`config.mk`:
```
export PLATFORM = sky130hd
export DESIGN_NAME = writeback_ctrl
export DESIGN_NICKNAME = d
export VERILOG_FILES = /design/src/rtl/writeback_ctrl.sv
export SDC_FILE = /design/constraint.sdc
export NUM_CORES = 1
export LEC_CHECK = 0
export CAP_MARGIN = 25
export CORE_MARGIN = 2
export CORE_UTILIZATION = 47
export CTS_CLUSTER_DIAMETER = 150
export DETAILED_ROUTE_END_ITERATION = 6
export PLACE_DENSITY = 0.79
export SLEW_MARGIN = 40
export SYNTH_ARGS = -nofsm -noshare
export SYNTH_HDL_FRONTEND = slang
export SYNTH_SLANG_ARGS = --single-unit
```
`constraint.sdc`:
```
create_clock -name clk -period 2.2 [get_ports clk]
set_input_delay 0.44 -clock clk [delete_from_list [all_inputs] [get_ports clk]]
set_output_delay 0.44 -clock clk [all_outputs]
set_load 0.01 [all_outputs]
```
`src/rtl/writeback_ctrl.sv`:
```
// writeback_ctrl: sequences one register-file writeback per request.
// A request is captured in IDLE, waits for its source to become valid
// (fixed memory latency or mult/div completion), then issues a single-cycle
// write. Illegal source codes produce a single-cycle error/ack and no write.
// All outputs are registered and depend only on the state being entered.
module writeback_ctrl #(
    parameter int MEM_WAIT = 2,
    parameter int SEL_W    = 4
) (
    input  logic             clk,
    input  logic             reset,
    input  logic             wb_req,
    input  logic [SEL_W-1:0] wb_src,
    input  logic [1:0]       wb_dst,
    input  logic [4:0]       rt,
    input  logic [4:0]       rd,
    input  logic             md_busy,
    input  logic             md_done,
    output logic [SEL_W-1:0] memtoreg_sel,
    output logic [4:0]       write_reg,
    output logic             reg_write,
    output logic             wb_busy,
    output logic             wb_ack,
    output logic             src_err
);

    localparam logic [2:0] S_IDLE     = 3'd0;
    localparam logic [2:0] S_WAIT_MEM = 3'd1;
    localparam logic [2:0] S_WAIT_MD  = 3'd2;
    localparam logic [2:0] S_WRITE    = 3'd3;
    localparam logic [2:0] S_ERR      = 3'd4;

    localparam logic [SEL_W-1:0] SRC_LOAD = SEL_W'(1);
    localparam logic [SEL_W-1:0] SRC_HI   = SEL_W'(2);
    localparam logic [SEL_W-1:0] SRC_LO   = SEL_W'(3);
    localparam logic [SEL_W-1:0] SRC_MAX  = SEL_W'(10);

    // The counter is loaded with MEM_WAIT-1 so WAIT_MEM lasts MEM_WAIT cycles.
    localparam logic [3:0] WAIT_INIT = 4'(MEM_WAIT - 1);

    logic [2:0]       state_q, state_d;
    logic [3:0]       cnt_q, cnt_d;
    logic [SEL_W-1:0] src_q, src_d;
    logic [4:0]       idx_q, idx_d;
    logic [4:0]       dst_idx;

    logic [SEL_W-1:0] sel_q, sel_d;
    logic [4:0]       wr_q, wr_d;
    logic             we_q, we_d;
    logic             busy_q, busy_d;
    logic             ack_q, ack_d;
    logic             err_q, err_d;

    // Resolve the destination register index from the instruction fields.
    always_comb begin
        dst_idx = rt;
        case (wb_dst)
            2'd0:    dst_idx = rt;
            2'd1:    dst_idx = rd;
            2'd2:    dst_idx = 5'd31;
            default: dst_idx = 5'd29;
        endcase
    end

    // Next-state, capture and wait-counter logic.
    always_comb begin
        state_d = state_q;
        cnt_d   = cnt_q;
        src_d   = src_q;
        idx_d   = idx_q;
        case (state_q)
            S_IDLE: begin
                if (wb_req) begin
                    src_d = wb_src;
                    idx_d = dst_idx;
                    if (wb_src > SRC_MAX) begin
                        state_d = S_ERR;
                    end else if (wb_src == SRC_LOAD) begin
                        state_d = S_WAIT_MEM;
                        cnt_d   = WAIT_INIT;
                    end else if ((wb_src == SRC_HI || wb_src == SRC_LO) && md_busy) begin
                        state_d = S_WAIT_MD;
                    end else begin
                        state_d = S_WRITE;
                    end
                end
            end
            S_WAIT_MEM: begin
                if (cnt_q == 4'd0) begin
                    state_d = S_WRITE;
                end else begin
                    cnt_d = cnt_q - 4'd1;
                end
            end
            S_WAIT_MD: begin
                // No timeout: the mult/div unit is trusted to finish.
                if (md_done || !md_busy) begin
                    state_d = S_WRITE;
                end
            end
            S_WRITE: state_d = S_IDLE;
            S_ERR:   state_d = S_IDLE;
            default: state_d = S_IDLE;
        endcase
    end

    // Moore outputs computed from the state about to be entered.
    always_comb begin
        sel_d  = '0;
        wr_d   = wr_q;
        we_d   = 1'b0;
        busy_d = (state_d != S_IDLE);
        ack_d  = (state_d == S_WRITE) || (state_d == S_ERR);
        err_d  = (state_d == S_ERR);
        if (state_d == S_WRITE) begin
            sel_d = src_d;
            wr_d  = idx_d;
            // Writes to $0 are acknowledged but never enabled.
            we_d  = (idx_d != 5'd0);
        end
    end

    // State and output registers with synchronous reset.
    always_ff @(posedge clk) begin
        if (reset) begin
            state_q <= S_IDLE;
            cnt_q   <= 4'd0;
            src_q   <= '0;
            idx_q   <= 5'd0;
            sel_q   <= '0;
            wr_q    <= 5'd0;
            we_q    <= 1'b0;
            busy_q  <= 1'b0;
            ack_q   <= 1'b0;
            err_q   <= 1'b0;
        end else begin
            state_q <= state_d;
            cnt_q   <= cnt_d;
            src_q   <= src_d;
            idx_q   <= idx_d;
            sel_q   <= sel_d;
            wr_q    <= wr_d;
            we_q    <= we_d;
            busy_q  <= busy_d;
            ack_q   <= ack_d;
            err_q   <= err_d;
        end
    end

    assign memtoreg_sel = sel_q;
    assign write_reg    = wr_q;
    assign reg_write    = we_q;
    assign wb_busy      = busy_q;
    assign wb_ack       = ack_q;
    assign src_err      = err_q;

endmodule

```
==> results.sh, run 1 <==
export IMPL_outcome="finished, final reports clean"
export IMPL_min_period_ns=2.12
export IMPL_antenna_found_initial=0
export IMPL_grt_overflow=0
export IMPL_drtIter0Drc=40
export IMPL_grt_max_degree=13
export IMPL_startpoint_type="input pin"
export IMPL_nets=210
export IMPL_die_y_um=56.5
export IMPL_design_die_area_um2=3200
export IMPL_viasPerCell=5.59
export IMPL_slew_headroom_pct=59.6
export IMPL_die_width_um=56.5
export IMPL_crit_arrival_ns=2.34
export IMPL_setup_tns_ns=0
export IMPL_worst_pin_slew_ns=0.605
export IMPL_min_delay_start="src_q[2]$_SDFF_PP0_"
export IMPL_synth_area_um2=1300
export IMPL_via_count=1230
export IMPL_clock_path_buffers=2
export IMPL_dp_cells=212
export IMPL_critPathRequiredTime_ns=2.42
export IMPL_endpoint_kind="flip-flop"
export IMPL_yosysTopAreaCell="dfxtp_1"
export IMPL_grt_first_pass_wirelength_um=5290
export IMPL_fin_worst_skew_ns=0.00728
export IMPL_synth_top_area_share_pct=44.7
export IMPL_hold_violations=0
export IMPL_ys_seq_area_share_pct=44.7
export IMPL_rsz0062_at_grt="no"
export IMPL_yosysWarnings=0
export IMPL_avgSynthCellArea_um2=9.33
export IMPL_gp_congestion=0.795
export IMPL_diodes=0
export IMPL_syn_nets=161
export IMPL_finalSetupViolCount=0
export IMPL_reg2reg_depth=6
export IMPL_finalCritPeriodShare_pct=96.5
export IMPL_drv_cap=0
export IMPL_synthDistinctLibCells=40
export IMPL_final_antenna_net_count=0
export IMPL_clkTransAtPathRegs_ns=0.09
export IMPL_cts_resized=0
export IMPL_timing_final_max_slew_violations=0
export IMPL_crit_path_start="wb_src[0]"
export IMPL_r2r_start="state_q[2]$_SDFF_PP0_"
export IMPL_holdBufCountCts=0
export IMPL_reg2reg_to="reg_write$_SDFF_PP0_"
export IMPL_place_hpwl_um=2370
export IMPL_core_um2=2690
export IMPL_synth_area_leaders="dfxtp_1 (45%), mux2_2 (5.2%), nand2_1 (4.1%), nor2b_1 (3.9%), a21oi_1 (3.1%)"
export IMPL_drc=0
export IMPL_area_delta_synth_final_pct=43.4
export IMPL_clkSinkCount=29
export IMPL_ios=34
export IMPL_cp_max_fo=4
export IMPL_track_usage_pct=22.0
export IMPL_critPathKind="in2reg"
export IMPL_clock_fmax_mhz=471
export IMPL_grt_pass1_vias=1210
export IMPL_dp_slack_ns=-0.340
export IMPL_firstDrtPassIters=4
export IMPL_finalWorstSetupSlack_ns=0.0772
export IMPL_synth_seq_cells=29
export IMPL_postCtsSetupBuffers=0
export IMPL_power_density_nw_per_um2=851
export IMPL_cts_tree="yes"
export IMPL_drive_gt1_share_pct=19.0
export IMPL_cp_endpoint="write_reg[0]$_SDFFE_PP0N_"
export IMPL_finalWirelength_um=3210
export IMPL_power_leakage_nw=0.768
export IMPL_regToRegSetupSlack_ns=0.21
export IMPL_cts_buffers=5
export IMPL_hold_ws_ns=0.460
export IMPL_synth_cells=139
export IMPL_peakVddDrop_uv=775
export IMPL_portBuffers=33
export IMPL_clk_latency_ns=0.33
export IMPL_rows=19
export IMPL_htree_levels=2
export IMPL_start_util_pct=48.3
export IMPL_wl_per_cell_um=14.6
export IMPL_fin_cells=220
export IMPL_clock_root_buffer="clkbuf_4"
export IMPL_hold_path_class="reg2reg"
-- layout by cell type, fill, tap and decap left out, types with 2 or more instances in the layout --
cell             instances
buf_4                   14
nand2_1                 14
mux2_4                   3
clkbuf_8                 2
nor3b_1                  3
clkdlybuf4s50_1         29
inv_1                    5
and2_1                   5
or3_1                    2
dlymetal6s2s_1           4
mux2i_1                  2
a21oi_1                  8
xor2_1                   2
nand2b_1                 2
clkbuf_4                 5
o21ai_0                  5
o21a_1                   2
dfxtp_1                 29
mux2_2                   3
nor4b_1                  2
or4b_4                   2
nor2b_1                  8
o211ai_1                 2
nor2_1                   6
nand3b_1                 2
nor3_1                   7
-- layer usage --
layer	wire length [µm]	vias up	track usage, %	share of wire (%)
met4	112	0	16.7	3.5
met1	1340	575	24.1	42
met2	1590	48	36.0	49
met3	174	16	5.53	5.4
li1	-	591	-	-
met5	0	-	0	0
-- worst max-delay path: stages --
cell and delay (ns):
clkdlybuf4s50_1 0.48, or4b_4 0.48, and2_1 0.19, o32ai_4 0.42, mux2_4 0.33
-- cell type report --
type / count / area [µm²]
tap: 31 / 38.8
sequential: 29 / 581
clock buffer: 7 / 65.1
fill: 208 / 826
multi-input combinational: 99 / 696
clock inverter: 1 / 5.00
timing repair buffer: 48 / 457
inverter: 5 / 18.8
-- how the worst min path moves through the flow --
stage	slack, ns	end	cells past startpoint
after floorplan	0.43	src_q[0]$_SDFF_PP0_	2
after global placement	0.44	src_q[2]$_SDFF_PP0_	2
after detailed placement	0.45	src_q[1]$_SDFF_PP0_	2
after CTS	0.46	src_q[2]$_SDFF_PP0_	2
after global routing	0.48	src_q[2]$_SDFF_PP0_	2
final	0.46	src_q[2]$_SDFF_PP0_	2
-- cell families (layout without fill, tap and decap cells) --
kind of cell / after synthesis / after routing / share of synthesized area, %
AOI/OAI and AO/OA: 31 / 31 / 17.8
xor gates and xnor gates: 2 / 2 / 1.35
adders and majority gates: 1 / 1 / 0.964
buffers and inverters: 11 / 61 / 3.18
DFF: 29 / 29 / 44.7
muxes: 8 / 8 / 6.75
and+or+nand+nor: 57 / 57 / 25.2
-- per-stage QoR --
stage | power (mW) | cell area [µm²] | utilization [%]
2_1_floorplan | 0.950 | 1300 | -
3_3_place_gp | 1.17 | 1760 | 65.4
3_5_place_dp | 1.19 | 1760 | 65.4
4_1_cts | 1.56 | 1830 | 68.0
5_1_grt | 1.67 | 1860 | 69.3
6_report | 1.58 | 1860 | 69.3
-- cells in the mapped netlist --
library cell	instances
dfxtp_1	29
nand2_1	14
a21oi_1	8
nor2b_1	8
nor3_1	7
clkbuf_1	6
mux2_2	6
nor2_1	6
and2_1	5
inv_1	5
o21ai_0	5
nor3b_1	3
a2111oi_0	2
mux2i_1	2
nand2b_1	2
nand3b_1	2
nor4b_1	2
o211ai_1	2
o21a_1	2
or3_1	2
xor2_1	2
a211o_1	1
a211oi_1	1
a21o_1	1
a21o_2	1
a21oi_2	1
a22o_1	1
a2bb2oi_1	1
a311oi_1	1
a31oi_1	1
ha_1	1
nor4_1	1
o31ai_1	1
o32a_1	1
o32ai_4	1
or2_2	1
or4_1	1
or4b_1	1
or4b_4	1
or4bb_1	1
-- where the power goes --
part	internal [mW]	switching, mW	total (mW)	leakage (nW)
registers	0.607	0.0453	0.652	0.238
logic	0.304	0.255	0.559	0.489
clock network	0.185	0.187	0.371	0.0413
total	1.10	0.487	1.58	0.768
(Power assumes the default switching activity.)
==> run 2, diff against run 1 <==
--- a/config.mk
+++ b/config.mk
@@ -8,8 +8,10 @@
 export CAP_MARGIN = 25
 export CORE_MARGIN = 2
 export CORE_UTILIZATION = 47
+export CTS_BUF_LIST = sky130_fd_sc_hd__clkbuf_8 sky130_fd_sc_hd__clkbuf_16
 export CTS_CLUSTER_DIAMETER = 150
 export DETAILED_ROUTE_END_ITERATION = 6
+export MAX_ROUTING_LAYER = met4
 export PLACE_DENSITY = 0.79
 export SLEW_MARGIN = 40
 export SYNTH_ARGS = -nofsm -noshare
==> results.sh, run 2 (synthesis results as in run 1) <==
export IMPL_outcome="finished, final reports clean"
export IMPL_path_depth=7
export IMPL_drc=0
export IMPL_firstDrtPassIters=4
export IMPL_area_delta_synth_final_pct=45.8
export IMPL_slowest_delay_ns=0.50
export IMPL_final_cell_mix="dfxtp_1 (29), clkdlybuf4s50_1 (28), nand2_1 (14), buf_4 (14)"
export IMPL_track_usage_pct=23.7
export IMPL_hold_path_class="reg2reg"
export IMPL_peakVddDrop_uv=742
export IMPL_clock_fmax_mhz=461
export IMPL_clock_path_buffers=2
export IMPL_power_leakage_nw=0.761
export IMPL_crit_buf_inv=3
export IMPL_drive_gt1_share_pct=19.6
export IMPL_cp_max_fo=6
export IMPL_clock_root_buffer="clkbuf_8"
export IMPL_drtIter0Drc=46
export IMPL_cp_endpoint="reg_write$_SDFF_PP0_"
export IMPL_cts_buffers=5
export IMPL_rows=19
export IMPL_grt_first_pass_wirelength_um=5570
export IMPL_finalWirelength_um=3320
export IMPL_regToRegSetupSlack_ns=0.20
export IMPL_fin_worst_skew_ns=0.00616
export IMPL_hold_ws_ns=0.457
export IMPL_finalWorstSetupSlack_ns=0.0315
export IMPL_grt_pass1_vias=1236
export IMPL_reg2reg_depth=6
export IMPL_clkTransAtPathRegs_ns=0.06
export IMPL_holdPathStages=2
export IMPL_finalCritPeriodShare_pct=98.6
export IMPL_portBuffers=33
export IMPL_gp_congestion=0.807
export IMPL_reg2reg_to="reg_write$_SDFF_PP0_"
export IMPL_startpoint_type="input pin"
export IMPL_critPathTopFamily="buffers and inverters"
export IMPL_diodes=0
export IMPL_critPathRequiredTime_ns=2.38
export IMPL_holdBufCountCts=0
export IMPL_clkSinkCount=29
export IMPL_design_die_area_um2=3200
export IMPL_finalSetupViolCount=0
export IMPL_viasPerCell=5.58
export IMPL_ios=34
export IMPL_via_count=1227
export IMPL_grt_overflow=0
export IMPL_crit_path_start="wb_req"
export IMPL_final_antenna_net_count=0
export IMPL_grt_max_degree=13
export IMPL_timing_final_max_slew_violations=0
export IMPL_nets=210
export IMPL_clk_latency_ns=0.29
export IMPL_worstPathCellList="clkdlybuf4s50_1 > or4b_4 > buf_4 > a21oi_4 > o32ai_4 > buf_6 > a311oi_1"
export IMPL_core_um2=2690
export IMPL_htree_levels=2
export IMPL_place_hpwl_um=2370
export IMPL_die_y_um=56.5
export IMPL_final_common_cell="dfxtp_1"
export IMPL_min_period_ns=2.17
export IMPL_critPathKind="in2reg"
export IMPL_hold_violations=0
export IMPL_start_util_pct=48.3
export IMPL_power_density_nw_per_um2=901
export IMPL_drv_cap=0
export IMPL_dp_slack_ns=-0.340
export IMPL_slew_headroom_pct=60.6
export IMPL_crit_arrival_ns=2.35
export IMPL_crit_slowest_cell="or4b_4"
export IMPL_cts_tree="yes"
export IMPL_antenna_found_initial=0
export IMPL_wl_per_cell_um=15.1
export IMPL_die_width_um=56.5
export IMPL_r2r_start="state_q[2]$_SDFF_PP0_"
export IMPL_total_power_mw=1.70
export IMPL_endpoint_kind="flip-flop"
export IMPL_worst_pin_slew_ns=0.590
[run 2: per-stage QoR]
| step | cell area [µm²] | setup TNS, ns | instances | utilization [%] |
|---|---|---|---|---|
| after floorplan | 1300 | 0 | 139 | - |
| after global placement | 1760 | -2.92 | 212 | 65.4 |
| after detailed placement | 1760 | -3.44 | 212 | 65.4 |
| after CTS | 1870 | 0 | 220 | 69.7 |
| after global routing | 1890 | -0.131 | 220 | 70.4 |
| final | 1890 | 0 | 220 | 70.4 |
[run 2: area by class of cell]
cell class                 count  area (µm²)
clock buffer                   7        96.3
timing repair buffer          48         444
sequential                    29         581
fill                         206         795
inverter                       5        18.8
clock inverter                 1        5.00
tap                           31        38.8
multi-input combinational     99         708
[run 2: worst min-delay path by stage]
stage,end,slack [ns],startpoint
after floorplan,src_q[0]$_SDFF_PP0_,0.43,src_q[0]$_SDFF_PP0_
after global placement,src_q[2]$_SDFF_PP0_,0.44,src_q[2]$_SDFF_PP0_
after detailed placement,src_q[1]$_SDFF_PP0_,0.45,src_q[1]$_SDFF_PP0_
after CTS,src_q[2]$_SDFF_PP0_,0.46,src_q[2]$_SDFF_PP0_
after global routing,src_q[2]$_SDFF_PP0_,0.48,src_q[2]$_SDFF_PP0_
final,src_q[2]$_SDFF_PP0_,0.46,src_q[2]$_SDFF_PP0_
[run 2: what timing repair did]
| action | CTS | global route |
|---|---|---|
| pin swaps | 3 | 1 |
| resized for setup | 10 | 4 |
| endpoints found under the setup margin | 3 | 11 |
| buffers inserted | 0 | 0 |
[run 2: power by group]
part	internal [mW]	switching [mW]	leakage, nW
sequential	0.608	0.0453	0.238
clock	0.282	0.202	0.0542
combinational	0.304	0.262	0.469
[run 2: metal layers]
layer,vias up,share of wire (%),track usage (%)
met3,12,5.4,5.53
met1,578,41,25.1
met5,-,0,-
met4,0,3.1,16.3
li1,592,-,-
met2,45,50,38.7
[run 2: worst register-to-register path: cells and delay by family (launching register included)]
| family | cells | cell delay, ns |
|---|---|---|
| buffers and inverters | 2 | 0.31 |
| flip-flops | 1 | 0.33 |
| AO/OA/AOI/OAI | 3 | 0.75 |
| AND/OR/NAND/NOR | 1 | 0.51 |
==> run 3, diff against run 2 <==
--- a/config.mk
+++ b/config.mk
@@ -13,7 +13,6 @@
 export DETAILED_ROUTE_END_ITERATION = 6
 export MAX_ROUTING_LAYER = met4
 export PLACE_DENSITY = 0.79
-export SLEW_MARGIN = 40
 export SYNTH_ARGS = -nofsm -noshare
 export SYNTH_HDL_FRONTEND = slang
 export SYNTH_SLANG_ARGS = --single-unit
==> results of run 3 <==
Final layout, timing and power as in run 2 (identical DEF).
